## config.mk

```make
export PLATFORM = sky130hd
export DESIGN_NAME = fp_mul_seq
export DESIGN_NICKNAME = d
export VERILOG_FILES = /design/src/rtl/fp_mul_seq.sv
export SDC_FILE = /design/constraint.sdc
export NUM_CORES = 1
export LEC_CHECK = 0
export BUFFER_PORTS_ARGS = -buffer_cell sky130_fd_sc_hd__buf_2
export CORE_MARGIN = 4
export CORE_UTILIZATION = 59
export CTS_CLUSTER_DIAMETER = 100
export DETAILED_ROUTE_END_ITERATION = 12
export PLACE_DENSITY = 0.86
export SYNTH_ARGS = -nofsm -noshare
export SYNTH_HDL_FRONTEND = slang
export SYNTH_SLANG_ARGS = --single-unit
```

## constraint.sdc

```tcl
create_clock -name clk -period 5.44 [get_ports clk]
set_input_delay 0.544 -clock clk [delete_from_list [all_inputs] [get_ports clk]]
set_output_delay 0.544 -clock clk [all_outputs]
set_load 0.01 [all_outputs]
```

## src/rtl/fp_mul_seq.sv

```systemverilog
// fp_mul_seq: sequential IEEE-754 single-precision multiplier.
//
// The significand product is built by a radix-2 shift-add, one multiplier
// bit per clock over 24 cycles. A start/busy/done handshake issues one
// operation at a time. Operands whose exponent field is all ones raise
// Exception. Operands whose exponent field is zero are treated as zero.
// Rounding is truncation. Denormal results are flushed to zero.
//
// Ports:
//   clk       in   rising-edge clock
//   rst_n     in   asynchronous active-low reset
//   start     in   operation request, sampled only when idle
//   A, B      in   operands {sign, exp, frac}
//   busy      out  an operation is in flight
//   done      out  one-cycle pulse; result and flags are valid from here on
//   result    out  product
//   Exception out  an operand had an all-ones exponent field
//   overflow  out  finite product exponent too large
//   underflow out  product exponent too small; result flushed to zero
module fp_mul_seq #(
    parameter int EXP_W  = 8,
    parameter int MANT_W = 23,
    parameter int BIAS   = 127
) (
    input  logic                      clk,
    input  logic                      rst_n,
    input  logic                      start,
    input  logic [EXP_W+MANT_W:0]     A,
    input  logic [EXP_W+MANT_W:0]     B,
    output logic                      busy,
    output logic                      done,
    output logic [EXP_W+MANT_W:0]     result,
    output logic                      Exception,
    output logic                      overflow,
    output logic                      underflow
);

    localparam int WORD_W = EXP_W + MANT_W + 1;
    localparam int SIG_W  = MANT_W + 1;
    localparam int PROD_W = 2 * SIG_W;
    localparam int ESUM_W = EXP_W + 2;
    localparam int CNT_W  = $clog2(SIG_W);

    localparam logic [CNT_W-1:0]         CNT_LAST  = CNT_W'(SIG_W - 1);
    localparam logic [CNT_W-1:0]         CNT_ONE   = CNT_W'(1);
    localparam logic signed [ESUM_W-1:0] BIAS_S    = ESUM_W'(BIAS);
    localparam logic signed [ESUM_W-1:0] EXP_ALL_S = ESUM_W'((1 << EXP_W) - 1);
    localparam logic signed [ESUM_W-1:0] ONE_S     = ESUM_W'(1);
    localparam logic signed [ESUM_W-1:0] ZERO_S    = '0;

    typedef enum logic [1:0] {
        IDLE,
        CALC,
        NORM
    } state_t;

    state_t                     state_q, state_d;
    logic [CNT_W-1:0]           cnt_q, cnt_d;
    logic [PROD_W-1:0]          acc_q, acc_d;
    logic [SIG_W-1:0]           ma_q, ma_d;
    logic [SIG_W-1:0]           mb_q, mb_d;
    logic                       sign_q, sign_d;
    logic signed [ESUM_W-1:0]   esum_q, esum_d;

    // Completed results pass through a one-cycle staging register before
    // reaching the outputs, so done lands one edge after the core returns
    // to IDLE. While it is pending the core does not accept new work.
    logic                       pend_q, pend_d;
    logic [WORD_W-1:0]          pend_res_q, pend_res_d;
    logic                       pend_exc_q, pend_exc_d;
    logic                       pend_ovf_q, pend_ovf_d;
    logic                       pend_unf_q, pend_unf_d;

    logic                       busy_q, busy_d;
    logic                       done_q, done_d;
    logic [WORD_W-1:0]          result_q, result_d;
    logic                       exc_q, exc_d;
    logic                       ovf_q, ovf_d;
    logic                       unf_q, unf_d;

    logic [EXP_W-1:0]           a_exp, b_exp;
    logic                       a_inf, b_inf, a_zero, b_zero;
    logic                       sign_in;
    logic                       accept;
    logic [MANT_W-1:0]          norm_frac;
    logic signed [ESUM_W-1:0]   norm_exp;

    assign a_exp   = A[WORD_W-2:MANT_W];
    assign b_exp   = B[WORD_W-2:MANT_W];
    assign a_inf   = (a_exp == {EXP_W{1'b1}});
    assign b_inf   = (b_exp == {EXP_W{1'b1}});
    assign a_zero  = (a_exp == '0);
    assign b_zero  = (b_exp == '0);
    assign sign_in = A[WORD_W-1] ^ B[WORD_W-1];
    assign accept  = (state_q == IDLE) && start && !pend_q;

    // Normalisation: the product of two [1,2) significands lies in [1,4),
    // so at most one extra exponent increment is needed.
    always_comb begin
        norm_frac = acc_q[PROD_W-3 -: MANT_W];
        norm_exp  = esum_q;
        if (acc_q[PROD_W-1]) begin
            norm_frac = acc_q[PROD_W-2 -: MANT_W];
            norm_exp  = esum_q + ONE_S;
        end
    end

    always_comb begin
        state_d    = state_q;
        cnt_d      = cnt_q;
        acc_d      = acc_q;
        ma_d       = ma_q;
        mb_d       = mb_q;
        sign_d     = sign_q;
        esum_d     = esum_q;
        pend_d     = 1'b0;
        pend_res_d = pend_res_q;
        pend_exc_d = pend_exc_q;
        pend_ovf_d = pend_ovf_q;
        pend_unf_d = pend_unf_q;

        case (state_q)
            IDLE: begin
                if (accept) begin
                    sign_d     = sign_in;
                    esum_d     = $signed({2'b00, a_exp}) + $signed({2'b00, b_exp}) - BIAS_S;
                    ma_d       = {1'b1, A[MANT_W-1:0]};
                    mb_d       = {1'b1, B[MANT_W-1:0]};
                    cnt_d      = '0;
                    acc_d      = '0;
                    pend_exc_d = 1'b0;
                    pend_ovf_d = 1'b0;
                    pend_unf_d = 1'b0;
                    // Inf/NaN beats zero, so Inf x 0 reports Exception.
                    if (a_inf || b_inf) begin
                        pend_d     = 1'b1;
                        pend_exc_d = 1'b1;
                        pend_res_d = {sign_in, {EXP_W{1'b1}}, {MANT_W{1'b0}}};
                    end else if (a_zero || b_zero) begin
                        pend_d     = 1'b1;
                        pend_res_d = {sign_in, {(WORD_W-1){1'b0}}};
                    end else begin
                        state_d = CALC;
                    end
                end
            end
            CALC: begin
                if (mb_q[cnt_q]) begin
                    acc_d = acc_q + ({{SIG_W{1'b0}}, ma_q} << cnt_q);
                end
                cnt_d = cnt_q + CNT_ONE;
                if (cnt_q == CNT_LAST) begin
                    state_d = NORM;
                end
            end
            NORM: begin
                pend_d  = 1'b1;
                state_d = IDLE;
                if (norm_exp >= EXP_ALL_S) begin
                    pend_ovf_d = 1'b1;
                    pend_res_d = {sign_q, {EXP_W{1'b1}}, {MANT_W{1'b0}}};
                end else if (norm_exp <= ZERO_S) begin
                    pend_unf_d = 1'b1;
                    pend_res_d = {sign_q, {(WORD_W-1){1'b0}}};
                end else begin
                    pend_res_d = {sign_q, norm_exp[EXP_W-1:0], norm_frac};
                end
            end
            default: begin
                state_d = IDLE;
            end
        endcase
    end

    // Output stage. Flags drop at each accept; result holds until the next
    // completion overwrites it.
    always_comb begin
        busy_d   = (state_q != IDLE);
        done_d   = pend_q;
        result_d = result_q;
        exc_d    = exc_q;
        ovf_d    = ovf_q;
        unf_d    = unf_q;
        if (pend_q) begin
            result_d = pend_res_q;
            exc_d    = pend_exc_q;
            ovf_d    = pend_ovf_q;
            unf_d    = pend_unf_q;
        end else if (accept) begin
            exc_d = 1'b0;
            ovf_d = 1'b0;
            unf_d = 1'b0;
        end
    end

    always_ff @(posedge clk or negedge rst_n) begin
        if (!rst_n) begin
            state_q    <= IDLE;
            cnt_q      <= '0;
            acc_q      <= '0;
            ma_q       <= '0;
            mb_q       <= '0;
            sign_q     <= 1'b0;
            esum_q     <= '0;
            pend_q     <= 1'b0;
            pend_res_q <= '0;
            pend_exc_q <= 1'b0;
            pend_ovf_q <= 1'b0;
            pend_unf_q <= 1'b0;
            busy_q     <= 1'b0;
            done_q     <= 1'b0;
            result_q   <= '0;
            exc_q      <= 1'b0;
            ovf_q      <= 1'b0;
            unf_q      <= 1'b0;
        end else begin
            state_q    <= state_d;
            cnt_q      <= cnt_d;
            acc_q      <= acc_d;
            ma_q       <= ma_d;
            mb_q       <= mb_d;
            sign_q     <= sign_d;
            esum_q     <= esum_d;
            pend_q     <= pend_d;
            pend_res_q <= pend_res_d;
            pend_exc_q <= pend_exc_d;
            pend_ovf_q <= pend_ovf_d;
            pend_unf_q <= pend_unf_d;
            busy_q     <= busy_d;
            done_q     <= done_d;
            result_q   <= result_d;
            exc_q      <= exc_d;
            ovf_q      <= ovf_d;
            unf_q      <= unf_d;
        end
    end

    assign busy      = busy_q;
    assign done      = done_q;
    assign result    = result_q;
    assign Exception = exc_q;
    assign overflow  = ovf_q;
    assign underflow = unf_q;

endmodule

```

==> summary.txt, run 1 <==
Status
  • Result of the run: finished clean

Yosys
  • Library cell occupying the most area in the post-synthesis netlist: sky130_fd_sc_hd__dfrtp_1
  • Count of flip-flops with a built-in enable after synthesis: 0
  • Mean instance size in the synthesized netlist: 8.92 um^2
  • Fraction of registers with async set or reset after synthesis: 100%
  • Number of storage elements in the synthesis netlist: 186
  • Cell Area, Synth: 0.0120 mm^2
  • Top flip-flop cell by instance count after synthesis: sky130_fd_sc_hd__dfrtp_1
  • Total of warnings raised by yosys: 0
  • Synth top area cells: sky130_fd_sc_hd__dfrtp_1 (39%), sky130_fd_sc_hd__nand2_1 (9.2%), sky130_fd_sc_hd__ha_1 (6.7%)
  • Count of cell types in the netlist: between 70 and 80
  • Post-synthesis cell count: 1,349
  • Post-synth net total: 1,482
  • Seq/Total Area, Yosys: roughly two fifths
  • Area share of the largest cell type after synthesis: 38.7%

Route
  • Total Wirelength: approximately 30 mm
  • Routed met3 length: between 1.5 and 2 mm
  • Routed length on met1: approximately 13 mm
  • Post-detailed-route wirelength per cell: 17.6 um
  • DRC violations left: 0
  • Violation count after the first detailed-routing iteration: 971
  • Detailed-router iteration count before antenna repair: 6
  • Highest signal layer in the routed design: met4
  • Post-DR vias/cell: 6.13
  • Routed length on met2: 14.1 mm
  • Antenna-violating nets left: 0
  • Routed via count: 10,400

Setup path
  • Sort of element at the start of the critical path: flop
  • Class of the most critical setup path: reg2reg
  • Arrival time reported for the critical path endpoint: 5.14 ns
  • Largest fanout of any net on the critical path: 26
  • Category of the worst setup path capture point: flop
  • Reg-to-reg slack, setup: between 0.6 and 0.7 ns
  • Required time at the endpoint of the critical path: 5.76 ns

Clock tree
  • Clock Latency Late Sink: 0.43 ns
  • Clock net sink count: 186
  • CTS clock-pin slew for the worst setup and hold paths: 0.07 ns
  • Hold-fix buffers at CTS: 0
  • Worst-case clock buffer depth: 2
  • CTS tree: done
  • Max H-tree Level: 4
  • TritonCTS Buffers: 17
  • Post-CTS Repair Setup Buffers: 0
  • Clock root buffer: sky130_fd_sc_hd__clkbuf_16
  • Cells resized by post-CTS repair: 0

Placement
  • Post-detailed-placement cell area: 0.0127 mm^2
  • DP HPWL: 21.7 mm
  • Weighted congestion at the end of routability-driven global placement: 0.976
  • Buffers on Ports: 103

Final layout
  • Diode insertion count for antenna repair: 0
  • Register area: around 0.0047 mm^2
  • Synth-to-Final Area Change: 10.8%
  • Share of cells above drive strength 1: 17.3%
  • Multi-input combinational cell area: slightly below 0.007 mm^2
  • Filler cell count in the final layout: about 1,600
  • Final nets: 1,545
  • Design area: about 0.013 mm^2

STA
  • Total Neg Setup Slack: 0 ns
  • Fmax: 0.208 GHz
  • Period utilization: 88.5%
  • Max-slew violation count: 0
  • Worst-margin pin slew: 1.16 ns
  • Setup-violating endpoint count in the final report: 0
  • RSZ-0062 raised after global routing: no
  • Final-report hold violation count: 0
  • Relative slew slack: 22.1%
  • Final worst clock skew: 0.00992 ns
  • Time the final worst path needs with I/O delays and setup: 4.81 ns

Min path
  • Class of the worst hold path: in2async

GRT
  • Vias in the first global route: approximately 10,000
  • Combined global-route utilization of all metal layers: 26.9%
  • Antenna violations before repair: 0
  • Pin count of the biggest net entering global routing: roughly 100
  • Global-route wire length before repair: around 49 mm
  • Residual overflow from global routing: 0

Floorplanning
  • Cell row count: 51
  • Placeable Area: 0.0198 mm^2
  • Initial cell density of the core: 60.9%
  • Chip Height: 151 um
  • Total die area: 0.0228 mm^2
  • I/O pin cnt: 104
  • Die X-Extent: 151 um

Run
  • Maximum Capacitance Violations: 0
[sequential cells by signal, indices dropped and copies added (netlist names), 2 cells and up]
name        flops
acc_q          48
pend_res_q     32
result         32
ma_q           24
mb_q           23
esum_q         10
cnt_q           5
state_q         2
[layer usage]
metal	vias up	track usage, %
met3	79	4.25
met1	5003	36.5
li1	4912	-
met2	358	43.7
met5	-	0
met4	0	10.3
[cells in the final DEF, fill, tap and decap left out, types with 12 or more instances in the layout]
cell	n
sky130_fd_sc_hd__a21oi_1	73
sky130_fd_sc_hd__xnor2_1	24
sky130_fd_sc_hd__nand3_1	20
sky130_fd_sc_hd__o31ai_1	12
sky130_fd_sc_hd__mux4_2	14
sky130_fd_sc_hd__nor2b_1	15
sky130_fd_sc_hd__nor2_1	86
sky130_fd_sc_hd__inv_1	24
sky130_fd_sc_hd__nand4_1	19
sky130_fd_sc_hd__xor2_1	30
sky130_fd_sc_hd__a21o_1	21
sky130_fd_sc_hd__dfrtp_1	185
sky130_fd_sc_hd__mux2_2	49
sky130_fd_sc_hd__o22ai_1	12
sky130_fd_sc_hd__mux2i_1	50
sky130_fd_sc_hd__nand2_1	296
sky130_fd_sc_hd__buf_4	17
sky130_fd_sc_hd__buf_2	102
sky130_fd_sc_hd__ha_1	64
sky130_fd_sc_hd__clkbuf_16	17
sky130_fd_sc_hd__o21ai_0	120
[area by class of cell]
| type | instances | area share, % |
|---|---|---|
| multi-input cells | 1062 | 52.2 |
| clock inverters | 13 | 1.52 |
| flip-flops and latches | 186 | 34.9 |
| well taps | 265 | 2.49 |
| clock buffers | 19 | 3.32 |
| inverters | 25 | 0.704 |
| repair buffers | 120 | 4.89 |
[worst paths after layout]
kind | from | cells after the start | end
min | rst_n | 1 | acc_q[12]
min in group clk | B[21] | 3 | mb_q[21]
min reg2reg | mb_q[18] | 2 | mb_q[18]
max | cnt_q[0] | 16 | acc_q[44]
max reg2reg | cnt_q[0] | 16 | acc_q[44]
max in group asynchronous | rst_n | 2 | cnt_q[0]
[critical path: stages, from the launching register on]
cell                       delay (ns)
sky130_fd_sc_hd__dfrtp_2         0.78
sky130_fd_sc_hd__buf_4           0.30
sky130_fd_sc_hd__mux2_2          0.36
sky130_fd_sc_hd__o21ai_0         0.22
sky130_fd_sc_hd__o21ai_0         0.15
sky130_fd_sc_hd__o21ai_0         0.27
sky130_fd_sc_hd__o22ai_1         0.16
sky130_fd_sc_hd__ha_1            0.43
sky130_fd_sc_hd__and4_4          0.24
sky130_fd_sc_hd__nor2b_1         0.13
sky130_fd_sc_hd__o41ai_2         0.33
sky130_fd_sc_hd__o221ai_2        0.20
sky130_fd_sc_hd__a31oi_4         0.24
sky130_fd_sc_hd__o31ai_2         0.14
sky130_fd_sc_hd__a21oi_1         0.34
sky130_fd_sc_hd__o21ai_0         0.14
sky130_fd_sc_hd__a31o_2          0.25
[cells in the mapped netlist, types with 11 or more instances]
cell and n:
sky130_fd_sc_hd__o21ai_0 120, sky130_fd_sc_hd__mux4_2 14, sky130_fd_sc_hd__nor2b_1 15, sky130_fd_sc_hd__o31ai_1 12
sky130_fd_sc_hd__a21oi_1 74, sky130_fd_sc_hd__mux2i_1 50, sky130_fd_sc_hd__ha_1 64, sky130_fd_sc_hd__nand4_1 19
sky130_fd_sc_hd__a21o_1 21, sky130_fd_sc_hd__nor2_1 87, sky130_fd_sc_hd__buf_2 13, sky130_fd_sc_hd__mux2_2 49
sky130_fd_sc_hd__clkbuf_1 44, sky130_fd_sc_hd__xor2_1 30, sky130_fd_sc_hd__xnor2_1 24, sky130_fd_sc_hd__o22ai_1 13
sky130_fd_sc_hd__dfrtp_1 186, sky130_fd_sc_hd__a31oi_1 11, sky130_fd_sc_hd__nand2_1 296, sky130_fd_sc_hd__inv_1 24
sky130_fd_sc_hd__nand3_1 20
[per-stage QoR]
stage,hold WS (ns),util [%],std cells,setup WS (ns)
after floorplan,0.248,-,1349,1.27
after global routing,0.256,67.4,1690,0.272
after global placement,0.456,64.1,1658,0.808
final,0.192,67.4,1690,0.628
after detailed placement,0.461,64.1,1658,0.736
after CTS,0.234,67.4,1690,0.676
[cells by family after synthesis]
| kind of cell | Yosys count | synth area share (%) |
|---|---|---|
| simple gates | 490 | 17.5 |
| compound gates | 339 | 17.8 |
| flops | 186 | 38.7 |
| mux | 113 | 11.4 |
| buf+inv | 101 | 3.77 |
| fa+ha+maj | 66 | 6.98 |
| xor+xnor | 54 | 3.93 |
Power of run 1 is left out: the tool's default activity adds up to more than one toggle a clock period on the data nets, which glitch-free logic cannot reach.
==> inputs of run 2 (changes only) <==
--- a/config.mk
+++ b/config.mk
@@ -6,6 +6,7 @@
 export NUM_CORES = 1
 export LEC_CHECK = 0
 export BUFFER_PORTS_ARGS = -buffer_cell sky130_fd_sc_hd__buf_2
+export CORE_ASPECT_RATIO = 0.6
 export CORE_MARGIN = 4
 export CORE_UTILIZATION = 59
 export CTS_CLUSTER_DIAMETER = 100
==> run 2 against run 1 <==
- design area is 0.45% lower
- critical path depth stayed put
- sequential share of layout area is 0.16 points higher
- maximum frequency is 4.1% lower
- flip-flop and latch count stayed put
- critical endpoint is now acc_q[45]
- largest cell class unchanged
==> summary.txt, run 2 (synthesis results as in run 1) <==
Final layout
  • Synth-to-Final Area Change: 10.3%
  • Highest-count cells in the layout ignoring fill and taps: sky130_fd_sc_hd__nand2_1 (296), sky130_fd_sc_hd__dfrtp_1 (185), sky130_fd_sc_hd__o21ai_0 (120), sky130_fd_sc_hd__buf_2 (102), sky130_fd_sc_hd__nor2_1 (86)
  • Design area: 0.0133 mm^2 (-0.45%)
  • Share of cells above drive strength 1: 17.4% (+0.12 points)
  • Register with the most flip-flops: acc_q
  • Diode insertion count for antenna repair: 0 (unchanged)
  • Filler cell count in the final layout: 1,572 (-2.0%)
  • Final nets: 1,547 (+0.13%)
  • Register area: 0.00466 mm^2 (unchanged)
  • Max FFs per register: 48 (unchanged)
  • Multi-input combinational cell area: 0.00696 mm^2 (unchanged)
  • Most common cell after layout, fill and taps aside: sky130_fd_sc_hd__nand2_1
  • Post-Layout Cell Count: 1,700 (+0.59%)

Floorplanning
  • Initial cell density of the core: 60.1% (-0.72 points)
  • Cell row count: 40 (-22%)
  • Die X-Extent: 192 um (+28%)
  • Chip Height: 119 um (-21%)
  • I/O pin cnt: 104 (unchanged)
  • Total die area: 0.0228 mm^2 (+0.33%)
  • Placeable Area: 0.0200 mm^2 (+1.2%)

STA
  • Period utilization: 92.2% (+3.8 points)
  • Setup-violating endpoint count in the final report: 0 (unchanged)
  • Worst-margin pin slew: 1.33 ns (+0.167 ns)
  • Fmax: 0.199 GHz (-4.1%)
  • RSZ-0062 raised after global routing: no
  • Max-slew violation count: 0 (unchanged)
  • Total Neg Setup Slack: 0 ns (unchanged)
  • Relative slew slack: 10.9% (-11 points)
  • Final worst clock skew: 0.0134 ns (+0.00352 ns)
  • Final-report hold violation count: 0 (unchanged)
  • Time the final worst path needs with I/O delays and setup: 5.02 ns (+0.205 ns)
  • Post-route setup slack: 0.423 ns (-0.205 ns)

Setup path
  • Critical Path Start: cnt_q[0]
  • Peak per-stage delay on the critical path: 1.00 ns (+0.22 ns)
  • Largest fanout of any net on the critical path: 43 (+65%)
  • Reg-to-reg slack, setup: 0.42 ns (-0.20 ns)
  • Cell chain of the critical path: mux2_2 > mux2i_1 > o21ai_0 > o21ai_0 > o22ai_1 > ha_1 > nand2_1 > o31ai_1 > o41ai_2 > a2111oi_2 > o211ai_1 > nand2_1 > o21a_1 > a31oi_1 > xor2_1 > o21ai_0
  • Category of the worst setup path capture point: flop
  • Endpoint of the lowest-slack register-to-register path: acc_q[45]
  • Most prevalent standard cell on the critical path: sky130_fd_sc_hd__o21ai_0
  • Slowest cell on the critical path: sky130_fd_sc_hd__dfrtp_2
  • Critical R2R Launch: cnt_q[0]
  • Arrival time reported for the critical path endpoint: 5.37 ns (+0.23 ns)
  • Length in cells of the worst reg-to-reg path: 16 (unchanged)
  • Class of the most critical setup path: reg2reg
  • Required time at the endpoint of the critical path: 5.80 ns (+0.04 ns)
  • Sort of element at the start of the critical path: flop

Min path
  • Class of the worst hold path: in2async

Route
  • Violation count after the first detailed-routing iteration: 1,130 (+16%)
  • Post-detailed-route wirelength per cell: 18.4 um (+4.4%)
  • Routed via count: 10,400 (+0.32%)
  • DRC violations left: 0 (unchanged)
  • Detailed-router iteration count before antenna repair: 6 (unchanged)
  • Total Wirelength: 31.2 mm (+5.0%)
  • Post-DR vias/cell: 6.11 (-0.27%)
  • Antenna-violating nets left: 0 (unchanged)

Clock tree
  • TritonCTS Buffers: 17 (unchanged)
  • Hold-fix buffers at CTS: 0 (unchanged)
  • CTS clock-pin slew for the worst setup and hold paths: 0.08 ns (about the same)
  • Post-CTS Repair Setup Buffers: 0 (unchanged)
  • Worst-case clock buffer depth: 2 (unchanged)
  • Max H-tree Level: 4 (unchanged)
  • Clock Latency Late Sink: 0.45 ns (+0.02 ns)
  • CTS tree: done
  • Clock root buffer: sky130_fd_sc_hd__clkbuf_16
  • Cells resized by post-CTS repair: 0 (unchanged)
  • Clock net sink count: 186 (unchanged)

GRT
  • Vias in the first global route: 9,699 (-3.2%)
  • Pin count of the biggest net entering global routing: 96 (-5.0%)
  • Global-route wire length before repair: 50.9 mm (+3.2%)
  • Antenna violations before repair: 0 (unchanged)
  • Residual overflow from global routing: 0 (unchanged)
  • Combined global-route utilization of all metal layers: 27.7% (+0.80 points)

Placement
  • Dpl ws: 0.558 ns (-0.178 ns)
  • Instance count after placement with tap cells included: 1,668 (+0.60%)
  • Post-detailed-placement cell area: 0.0127 mm^2 (+0.20%)
  • Weighted congestion at the end of routability-driven global placement: 1.04 (+6.2%)
  • Buffers on Ports: 103 (unchanged)
  • DP HPWL: 22.8 mm (+5.1%)

Run
  • Maximum Capacitance Violations: 0 (unchanged)

Status
  • Result of the run: finished clean
run 2: how the worst max path moves through the flow:
stage | end | depth (start not counted)
5_1_grt | acc_q[46] | 16
3_5_place_dp | acc_q[45] | 16
2_1_floorplan | acc_q[47] | 20
6_report | acc_q[45] | 16
4_1_cts | acc_q[45] | 16
3_3_place_gp | acc_q[47] | 16
run 2: layout make-up:
cell class / count / area share [%]
Multi-Input combinational cell: 1062 / 52.4
Sequential cell: 186 / 35.1
Timing Repair Buffer: 122 / 5.02
Clock buffer: 18 / 3.23
Tap cell: 273 / 2.57
Clock inverter: 14 / 0.990
Inverter: 25 / 0.707
run 2: per-layer routing:
metal	share of wire, %	track usage, %
met1	48	44.2
met2	40	37.8
met3	9.8	6.64
met4	1.5	6.41
met5	0	0
run 2: worst max-delay path: cells and delay by family (launching register included):
| kind | cells | cell delay [ns] |
|---|---|---|
| compound gates | 10 | 2.27 |
| flops | 1 | 1.00 |
| mux | 2 | 0.78 |
| fa+ha+maj | 1 | 0.45 |
| simple gates | 2 | 0.25 |
| xor+xnor | 1 | 0.16 |
run 2: through the flow:
| step | hold WS, ns | utilization [%] |
|---|---|---|
| after global placement | 0.454 | 63.5 |
| after CTS | 0.187 | 66.3 |
| after floorplan | 0.248 | - |
| after global routing | 0.237 | 66.3 |
| final | 0.150 | 66.3 |
| after detailed placement | 0.465 | 63.5 |
Power of run 2 is left out for the same reason.
==> inputs of run 3 (changes only) <==
--- a/config.mk
+++ b/config.mk
@@ -12,6 +12,7 @@
 export CTS_CLUSTER_DIAMETER = 100
 export DETAILED_ROUTE_END_ITERATION = 12
 export PLACE_DENSITY = 0.86
+export RECOVER_POWER = 100
 export SYNTH_ARGS = -nofsm -noshare
 export SYNTH_HDL_FRONTEND = slang
 export SYNTH_SLANG_ARGS = --single-unit
==> run 3 against run 2 <==
- the flow now finishes with violations (max-capacitance violations, max-slew violations)
- worst setup slack worse by 0.030 ns
- sequential share of layout area is 0.26 points higher
- count of clock-buffer cells in the layout did not move
- highest routed layer unchanged
==> summary.txt, run 3 (synthesis results as in run 1) <==
Placement
  • DP HPWL: 22.8 mm (unchanged)
  • Buffers on Ports: 103 (unchanged)
  • Weighted congestion at the end of routability-driven global placement: 1.04 (unchanged)

Route
  • Detailed-router iteration count before antenna repair: 5 (-1)
  • Total Wirelength: 31.3 mm (+0.17%)
  • Violation count after the first detailed-routing iteration: 1,203 (+6.5%)
  • Post-detailed-route wirelength per cell: 18.4 um (+0.17%)
  • DRC violations left: 0 (unchanged)
  • Antenna-violating nets left: 0 (unchanged)
  • Post-DR vias/cell: 6.11 (about the same)
  • Routed via count: 10,400 (+0.067%)

Clock tree
  • CTS clock-pin slew for the worst setup and hold paths: 0.07 ns (about the same)
  • Hold-fix buffers at CTS: 0 (unchanged)
  • Post-CTS Repair Setup Buffers: 0 (unchanged)
  • Cells resized by post-CTS repair: 0 (unchanged)
  • Max H-tree Level: 4 (unchanged)
  • Clock root buffer: sky130_fd_sc_hd__clkbuf_16
  • CTS tree: done
  • Worst-case clock buffer depth: 2 (unchanged)
  • TritonCTS Buffers: 17 (unchanged)
  • Clock net sink count: 186 (unchanged)
  • Clock Latency Late Sink: 0.45 ns (about the same)

Floorplanning
  • Initial cell density of the core: 60.1% (unchanged)
  • Die X-Extent: 192 um (unchanged)
  • I/O pin cnt: 104 (unchanged)
  • Cell row count: 40 (unchanged)
  • Chip Height: 119 um (unchanged)
  • Placeable Area: 0.0200 mm^2 (unchanged)
  • Total die area: 0.0228 mm^2 (unchanged)

STA
  • Final-report hold violation count: 0 (unchanged)
  • Worst hold margin: 0.282 ns (+0.132 ns)
  • Setup-violating endpoint count in the final report: 0 (unchanged)
  • Relative slew slack: -188% (-200 points)
  • Period utilization: 92.8% (+0.55 points)
  • Final worst clock skew: 0.0143 ns (+0.000814 ns)
  • Max-slew violation count: 260 (+260)
  • Fmax: 0.198 GHz (-0.59%)
  • RSZ-0062 raised after global routing: no
  • Time the final worst path needs with I/O delays and setup: 5.05 ns (+0.0297 ns)
  • Total Neg Setup Slack: 0 ns (unchanged)
  • Worst-margin pin slew: 4.32 ns (+2.98 ns)

Setup path
  • Class of the most critical setup path: reg2reg
  • Critical Path Start: cnt_q[0]
  • Most prevalent standard cell on the critical path: sky130_fd_sc_hd__o21ai_0
  • Cell chain of the critical path: mux2_1 > mux2i_1 > o21ai_0 > o21ai_0 > o22ai_1 > ha_1 > nand2_1 > o31ai_1 > o41ai_2 > a2111oi_2 > o211ai_1 > nand2_1 > o21a_1 > a31oi_1 > xor2_1 > o21ai_0
  • Peak per-stage delay on the critical path: 1.02 ns (+0.02 ns)
  • Slowest cell on the critical path: sky130_fd_sc_hd__dfrtp_2
  • Arrival time reported for the critical path endpoint: 5.41 ns (+0.04 ns)
  • Critical R2R Launch: cnt_q[0]
  • Sort of element at the start of the critical path: flop
  • Largest fanout of any net on the critical path: 43 (unchanged)
  • Required time at the endpoint of the critical path: 5.80 ns (about the same)
  • Category of the worst setup path capture point: flop

Final layout
  • Share of the core filled with cells: 65.8% (-0.48 points)
  • Register area: 0.00466 mm^2 (unchanged)
  • Filler cell count in the final layout: 1,612 (+2.5%)
  • Max FFs per register: 48 (unchanged)
  • Most common cell after layout, fill and taps aside: sky130_fd_sc_hd__nand2_1
  • Highest-count cells in the layout ignoring fill and taps: sky130_fd_sc_hd__nand2_1 (296), sky130_fd_sc_hd__dfrtp_1 (185), sky130_fd_sc_hd__o21ai_0 (121), sky130_fd_sc_hd__nor2_1 (87), sky130_fd_sc_hd__a21oi_1 (74)
  • Multi-input combinational cell area: 0.00693 mm^2 (-0.36%)
  • Final nets: 1,547 (unchanged)
  • Register with the most flip-flops: acc_q
  • Share of cells above drive strength 1: 13.9% (-3.5 points)
  • Synth-to-Final Area Change: 9.46%
  • Diode insertion count for antenna repair: 0 (unchanged)

Status
  • Result of the run: complete, but fails checks
  • Failing checks: max-capacitance violations, max-slew violations

GRT
  • Residual overflow from global routing: 0 (unchanged)
  • Global-route wire length before repair: 50.9 mm (unchanged)
  • Vias in the first global route: 9,699 (unchanged)
  • Antenna violations before repair: 0 (unchanged)
  • Combined global-route utilization of all metal layers: 27.7% (unchanged)
  • Pin count of the biggest net entering global routing: 96 (unchanged)

Run
  • Maximum Capacitance Violations: 4 (+4)

Min path
  • Hold wc startpoint: A[10]
  • Class of the worst hold path: in2reg
[run 3: stage by stage]
step                      area, um^2  std cells  setup slack (ns)
after floorplan                12000       1349              1.27
after global placement         12700       1668             0.557
after detailed placement       12700       1668             0.558
after CTS                      13300       1700             0.529
after global routing           13200       1700            0.0684
final                          13200       1700             0.393
[run 3: area by class of cell]
class                   instances  area share (%)
flip-flops and latches        186            35.3
repair buffers                122            4.52
inverters                      25           0.712
clock inverters                14           0.997
clock buffers                  18            3.26
multi-input cells            1062            52.6
well taps                     273            2.59
[run 3: final timing paths]
path / endpoint / slack (ns) / cells past startpoint
max in group asynchronous: acc_q[5] / 1.10 / 2
min reg2reg: mb_q[17] / 0.48 / 2
max reg2reg: acc_q[45] / 0.39 / 16
max: acc_q[45] / 0.39 / 16
min: ma_q[10] / 0.28 / 3
min in group asynchronous: result[28] / 1.83 / 1
[run 3: metal layers]
layer	part of all wire (%)	routed length (um)	vias to the layer above	GRT usage, %
met5	0	0	-	0
met4	1.5	463	0	6.41
met3	9.3	2910	40	6.64
met2	41	12700	486	37.8
met1	49	15200	4938	44.2
li1	-	-	4928	-
[run 3: critical path, delay by kind of cell (launching register included)]
family / cells / cell delay [ns]
AO/OA/AOI/OAI: 10 / 2.27
flip-flops: 1 / 1.02
multiplexers: 2 / 0.80
adder cells (fa/ha/maj): 1 / 0.46
AND/OR/NAND/NOR: 2 / 0.26
XOR/XNOR: 1 / 0.16
Power of run 3 is left out for the same reason.
